File: config.mk
export PLATFORM = sky130hd
export DESIGN_NAME = sync_fifo
export DESIGN_NICKNAME = d
export VERILOG_FILES = /design/src/rtl/fifo_pkg.sv /design/src/rtl/fifo_ram.sv /design/src/rtl/sync_fifo.sv
export SDC_FILE = /design/constraint.sdc
export NUM_CORES = 1
export LEC_CHECK = 0
export BUFFER_PORTS_ARGS = -buffer_cell sky130_fd_sc_hd__buf_4
export CORE_ASPECT_RATIO = 0.7
export CORE_MARGIN = 3
export CORE_UTILIZATION = 48
export CTS_BUF_LIST = sky130_fd_sc_hd__clkbuf_16
export CTS_CLUSTER_DIAMETER = 30
export DETAILED_ROUTE_END_ITERATION = 7
export SLEW_MARGIN = 25
export SYNTH_ARGS = -nofsm -noshare
export SYNTH_HDL_FRONTEND = slang
export SYNTH_HIERARCHICAL = 1
export SYNTH_SLANG_ARGS = --single-unit
export TNS_END_PERCENT = 30
File: constraint.sdc
create_clock -name clk -period 4.2 [get_ports clk]
set_input_delay 0 -clock clk [delete_from_list [all_inputs] [get_ports clk]]
set_output_delay 0 -clock clk [all_outputs]
set_load 0.02 [all_outputs]
File: src/rtl/fifo_pkg.sv
// Shared types and helpers for the single-clock FIFO and its storage.
package fifo_pkg;

  localparam int DATA_W_DEF = 32;

  typedef struct packed {
    logic full;
    logic empty;
    logic overflow;
    logic underflow;
  } fifo_status_t;

  // Pointer width carries one extra wrap bit above the RAM address.
  function automatic int fifo_ptr_w(input int depth);
    return $clog2(depth) + 1;
  endfunction

endpackage

File: src/rtl/fifo_ram.sv
// Simple dual-port RAM, one write port and one registered read port; read latency 1.
// No backpressure: caller gates we/re, read register resets to zero, array does not.
module fifo_ram
  import fifo_pkg::*;
#(
  parameter int DATA_W = DATA_W_DEF,
  parameter int DEPTH  = 16,
  localparam int ADDR_W = $clog2(DEPTH)
) (
  input  logic              clk,
  input  logic              reset,
  input  logic              we,
  input  logic [ADDR_W-1:0] waddr,
  input  logic [DATA_W-1:0] wdata,
  input  logic              re,
  input  logic [ADDR_W-1:0] raddr,
  output logic [DATA_W-1:0] rdata
);

  logic [DATA_W-1:0] mem [DEPTH];

  always_ff @(posedge clk) begin
    if (we) mem[waddr] <= wdata;
  end

  // Same-address read/write returns the old word, which is what a full FIFO needs.
  always_ff @(posedge clk) begin
    if (reset)   rdata <= '0;
    else if (re) rdata <= mem[raddr];
  end

endmodule

File: src/rtl/sync_fifo.sv
// Single-clock FIFO with registered data_out and flags; read latency 1, no fall-through.
// Writes when full (without re) and reads when empty are dropped and flagged one cycle later.
module sync_fifo
  import fifo_pkg::*;
#(
  parameter int DATA_W = DATA_W_DEF,
  parameter int DEPTH  = 16,
  localparam int ADDR_W = $clog2(DEPTH)
) (
  input  logic              clk,
  input  logic              reset,
  input  logic              we,
  input  logic [DATA_W-1:0] data_in,
  input  logic              re,
  output logic [DATA_W-1:0] data_out,
  output logic              full,
  output logic              empty,
  output logic [ADDR_W:0]   count,
  output logic              overflow,
  output logic              underflow
);

  localparam int PTR_W = fifo_ptr_w(DEPTH);
  localparam logic [PTR_W-1:0] FULL_CNT = PTR_W'(DEPTH);

  if (DEPTH < 2 || (DEPTH & (DEPTH - 1)) != 0) begin : g_depth_chk
    $error("sync_fifo: DEPTH must be a power of 2 and >= 2");
  end

  logic [PTR_W-1:0] wr_ptr, rd_ptr, count_q, count_nxt;
  fifo_status_t     st_q;
  logic             do_wr, do_rd;

  // A read frees the head slot, so a write alongside it is accepted even when full.
  always_comb begin
    do_wr     = we && (!st_q.full || re);
    do_rd     = re && !st_q.empty;
    count_nxt = count_q + PTR_W'(do_wr) - PTR_W'(do_rd);
  end

  always_ff @(posedge clk) begin
    if (reset) begin
      wr_ptr         <= '0;
      rd_ptr         <= '0;
      count_q        <= '0;
      st_q.full      <= 1'b0;
      st_q.empty     <= 1'b1;
      st_q.overflow  <= 1'b0;
      st_q.underflow <= 1'b0;
    end else begin
      if (do_wr) wr_ptr <= wr_ptr + PTR_W'(1);
      if (do_rd) rd_ptr <= rd_ptr + PTR_W'(1);
      count_q        <= count_nxt;
      st_q.full      <= (count_nxt == FULL_CNT);
      st_q.empty     <= (count_nxt == '0);
      st_q.overflow  <= we && st_q.full && !re;
      st_q.underflow <= re && st_q.empty;
    end
  end

  fifo_ram #(
    .DATA_W (DATA_W),
    .DEPTH  (DEPTH)
  ) u_ram (
    .clk   (clk),
    .reset (reset),
    .we    (do_wr),
    .waddr (wr_ptr[ADDR_W-1:0]),
    .wdata (data_in),
    .re    (do_rd),
    .raddr (rd_ptr[ADDR_W-1:0]),
    .rdata (data_out)
  );

  assign full      = st_q.full;
  assign empty     = st_q.empty;
  assign count     = count_q;
  assign overflow  = st_q.overflow;
  assign underflow = st_q.underflow;

endmodule

# Yosys cells after proc, flatten, opt, wreduce, memory -nomap -nowiden
# Memory sizes are Yosys's and may differ from the RTL's. A register that Yosys moved wholly into a read port is not among the register bits.
# Index checks and enable logic that the tools add are counted.
# op_classes
n_addsub,4
eq_ne,1
mux,2
reduce_logical,10
# ops
cell,n
5-bit by 1-bit adder with 5-bit output (second input constant),2
5-bit by 1-bit adder with 5-bit output,1
5-bit equality test (second input constant),1
1-bit logical AND,5
5-bit logical NOT,1
5-bit by 1-bit subtractor with 5-bit output,1
1-bit logical NOT,3
1-bit two-way mux,2
1-bit logical OR,1
# totals
regBits,19
ramBits,512
input_bits,36
output_inout_bits,41
wordCells,25
mem_count,1
# memory_table
name,depth,width,rd,rd_clocked_by_memory_dff,wr,line_no,text
u_ram.mem,16,32,1,1,1,fifo_ram.sv:20,logic [DATA_W-1:0] mem [DEPTH];

# Depth between registers and ports, before layout
# logic_depth
depth_word,6
ltp_mapped,11

# Cells and area by module
# The synthesis kept the hierarchy.
# modules_own_cells
module,instances,cells_each,area_per_inst_um2,seq_area_each_um2
fifo_ram,1,1216,20948.8,16015.4
sync_fifo,1,81,780.7,340.3

# Worst setup path after synthesis
# No wires, ideal clock.
# synth_timing
kind,reg-to-reg
from,register full (netlist name)
to,memory u_ram/mem[0][0] (netlist bit) (enable)
t_arrival_ps,3433
setup_slack_ps,306
stages_incl_launch_ff,6
path_buffers,0
period_less_slack_ps,3894
path_cell_list,dfxtp_1 > nand2b_1 > nand2_1 > inv_2 > or3b_2 > nor3_1
# synth_between
elab_chain_len,5
# synth_lines
item,line_no,text
1-bit logical NOT,sync_fifo.sv:36,do_wr = we && (!st_q.full || re);
1-bit logical OR,sync_fifo.sv:36,
1-bit logical AND,sync_fifo.sv:36,
net do_wr,sync_fifo.sv:32,"logic do_wr, do_rd;"
1-bit two-way mux,fifo_ram.sv:23,if (we) mem[waddr] <= wdata;
1-bit two-way mux (implied by the code),fifo_ram.sv:23,
end: declaration,fifo_ram.sv:20,
# The timed path passes the listed nets, and every way through them passes these cells.

# Final worst setup path
# layout_timing
from,register empty (netlist name)
to,register full (netlist name)
# layout_between
elab_chain_len,4
# layout_lines
item,line_no,text
1-bit logical NOT,sync_fifo.sv:37,do_rd = re && !st_q.empty;
1-bit logical AND,sync_fifo.sv:37,
5-bit by 1-bit subtractor with 5-bit output,sync_fifo.sv:38,count_nxt = count_q + PTR_W'(do_wr) - PTR_W'(do_rd);
5-bit equality test,sync_fifo.sv:54,st_q.full <= (count_nxt == FULL_CNT);
# No other way between the ends.
# A chain may end at the register's enable or synchronous reset.

==> run_results.csv <==
group,metric,value,unit
outcome,status,"finished clean",
die,core,0.04420,sq mm
die,die_x,260.3,um
drt,wl_met3,2.526,mm
drt,drc_errors,0,
pwr,power,14720,uW
synth,synth-seq-cells,561,
cts,clk_latency,600,ps
synth,syn_nets,1341,
drt,firstDrtPassIters,5,
pwr,ir_drop,324.3,uV
cts,cts_resized,0,
timing,hold_viol_final,0,
critical_path,crit_path_cell_trace,"nor2b_1 > ha_1 > inv_1 > ha_1 > inv_1 > fa_1 > nand2b_1 > a21oi_2 > xnor2_1 > and4bb_1",
cts,cts-root-buf,"clkbuf_16",
die,row_count,64,
critical_path,crit_fanout,8,
placed_design,dp_hpwl,26.67,mm
critical_path,crit_required,4690,ps
synth,synth_adder_area_share,0.4952,%
cts,clock_sinks,561,
timing,finalClockSkew,12.78,ps
pwr,leakagePower,0.008585,uW
synth,ys_async_sr_fraction,0,%
grt,grt_pass1_wl,72.75,mm
drt,drt-met1-wl,22.57,mm
cells_and_area,area.growth.synth_to_final,21.71,%
grt,grt_max_degree,51,
timing,fin_crit_sh,64.85,%
pwr,p_per_area,556.5,mW/mm^2
synth,ys.flop_type,"edfxtp_1",
cells_and_area,fin_cells,2131,
die,die_h,184.0,um
synth,syn-cell-area,0.02173,sq mm
cts,cts_buffer_depth,3,
cts,cts_setup_buffers,0,
cells_and_area,final_common_cell,"edfxtp_1",
timing,fmax,367.2,MHz
synth,synth_xor_area_share,0.4376,%
flow_run,drv_cap,0,
drt,route.vias.total,11639,
synth,synth_compound_area_share,4.042,%
drt,drt_iter0_drc,974,
synth,synth_edf_count,512,
pwr,swShare,23.83,%
timing,rsz0062_at_grt,"false",
cts,cts_tree,"yes",
grt,grt_pass1_vias,11701,
min_path,min-delay-path-class,"in -> reg",
cells_and_area,nets,1508,
die,dieArea,0.04790,sq mm
grt,antenna_found_initial,0,
cts,cts_hold_buf,37,
critical_path,endpoint_kind,"register",
critical_path,critPathArrivalTime,3220,ps
critical_path,cp-start-kind,"register",
drt,route.detailed.wl_per_inst,22.28,um
synth,synth_top_family_by_area,"multiplexers",
grt,gr-total-overflow,0,
synth,synth_cell_types,38,
drt,ant_nets,0,
cts,path_clk_slew,60,ps
critical_path,critical_path_class,"reg -> reg",
timing,setup_violations,0,
pwr,p_switching,3507,uW
die,start_util,49.16,%
pwr,p_int,11210,uW
timing,slew_violations,0,
die,pin_count,77,
critical_path,slowest_stage,"nor2b_1",
pwr,pwr-share-clk,48.1,%
cts,htreeDepth,3,
grt,track_usage,20.30,%
drt,wl_met2,21.63,mm
timing,tns,0,ps
timing,tightest_slew,1058,ps
placed_design,finalWeightedCongestion,0.7279,
critical_path,slowest_delay,560,ps
placed_design,postPlaceCellArea,0.02312,sq mm
cells_and_area,fin_area,0.02645,sq mm
timing,maxSlewHeadroom,29.32,%
synth,avgSynthCellArea,16.75,sq um
cells_and_area,layout_common_cells,"edfxtp_1, mux2i_1, nand2_1",
cts,numCtsBuffers,87,
drt,via_per_inst,5.462,
cells_and_area,antenna_cells,0,
drt,wl,47.48,mm
pwr,seq_power_share,43.6,%
synth,ys_warn_count,6,
placed_design,placement.io_buffers,76,
cells_and_area,drive_above_1_share,19.13,%
timing,layout_setup_ws,1476,ps
placed_design,dp.cells,1932,
synth,yosys.area_share.simple,5.269,%
synth,synthCells,1297,
timing,fin_crit,2724,ps
placed_design,place_ws,1450,ps
synth,ys_seq_area_share,75.27,%
pwr,combPwrFrac,8.4,%
synth,synth_mux_area_share,11.84,%
drt,routed.top_layer,"met4",
-- metrics by stage --
stage                     util, %  hold slack [ps]
after detailed placement    52.30            245.0
after global placement      51.84            251.4
after CTS                   59.83            220.4
after global routing        59.83            244.1
after floorplan                 -            69.07
final                       59.83            244.4
-- synthesized netlist by cell type, types with 3 or more instances --
| cell | number | area (sq um) |
|---|---|---|
| xnor2_1 | 3 | 26.28 |
| nor2_1 | 26 | 97.59 |
| inv_1 | 7 | 26.28 |
| buf_4 | 10 | 75.07 |
| xor2_1 | 6 | 52.55 |
| nand2b_1 | 4 | 25.02 |
| a22oi_1 | 64 | 480.5 |
| nand3b_1 | 3 | 22.52 |
| edfxtp_1 | 512 | 15370 |
| nor3_1 | 4 | 20.02 |
| buf_12 | 5 | 100.1 |
| mux2i_1 | 257 | 2572 |
| ha_1 | 7 | 87.58 |
| nand3_1 | 100 | 500.5 |
| a21oi_2 | 12 | 105.1 |
| buf_2 | 15 | 75.07 |
| nand2_1 | 101 | 379.1 |
| nor2b_1 | 5 | 31.28 |
| clkbuf_1 | 15 | 56.30 |
| buf_6 | 17 | 191.4 |
| dfxtp_1 | 49 | 980.9 |
| a21oi_1 | 55 | 275.3 |
-- final timing paths --
path / depth (start not counted) / slack [ps] / startpoint / end
min reg2reg: 2 / 460 / u_ram/rdata[20]$_SDFFE_PP0P_ / u_ram/rdata[20]$_SDFFE_PP0P_
min: 2 / 240 / data_in[28] / u_ram/mem[8][28]$_DFFE_PP_
max: 10 / 1480 / empty$_SDFF_PP1_ / full$_SDFF_PP0_
max reg2reg: 10 / 1480 / empty$_SDFF_PP1_ / full$_SDFF_PP0_
-- final cells by class --
type,instances,area (sq um)
clock buffer,88,2202
multi-input combinational,660,4937
sequential,561,16360
timing repair buffer,146,1416
fill,3316,17750
clock inverter,74,759.5
inverter,8,30.03
tap,594,743.2
-- state kept, by name, indices dropped and copies added (netlist names) --
signal / count
u_ram/mem: 512
u_ram/rdata: 32
count: 5
rd_ptr: 4
wr_ptr: 4
empty: 1
full: 1
overflow: 1
underflow: 1
-- power groups by stage --
stage / clock, uW / combinational [uW] / sequential (uW)
finish: 7080 / 1230 / 6410
global route: 7500 / 1340 / 6430
CTS: 7200 / 1250 / 6420
detailed placement: 0 / 1210 / 6530
global placement: 0 / 1180 / 6520
floorplan: 0 / 603 / 6610
-- logic make-up (layout without fill, tap and decap cells) --
| family | after synthesis | in the layout |
|---|---|---|
| flops | 561 | 561 |
| mux | 257 | 257 |
| simple gates | 252 | 252 |
| compound gates | 133 | 133 |
| buf+inv | 76 | 316 |
| xor+xnor | 10 | 10 |
| fa+ha+maj | 8 | 8 |
-- layer usage --
layer  vias to the layer above  track usage, %
met5                         -               0
met4                         0           5.124
met3                        68           4.062
met2                       287           30.97
met1                      5907           30.15
li1                       5377               -
-- critical path: cells and delay by family, from the launching register on --
family,cells,cell delay (ps)
fa+ha+maj,3,930
xor+xnor,1,160
compound gates,1,130
flops,1,320
buf+inv,2,120
simple gates,3,970
(Power assumes the default switching activity.)
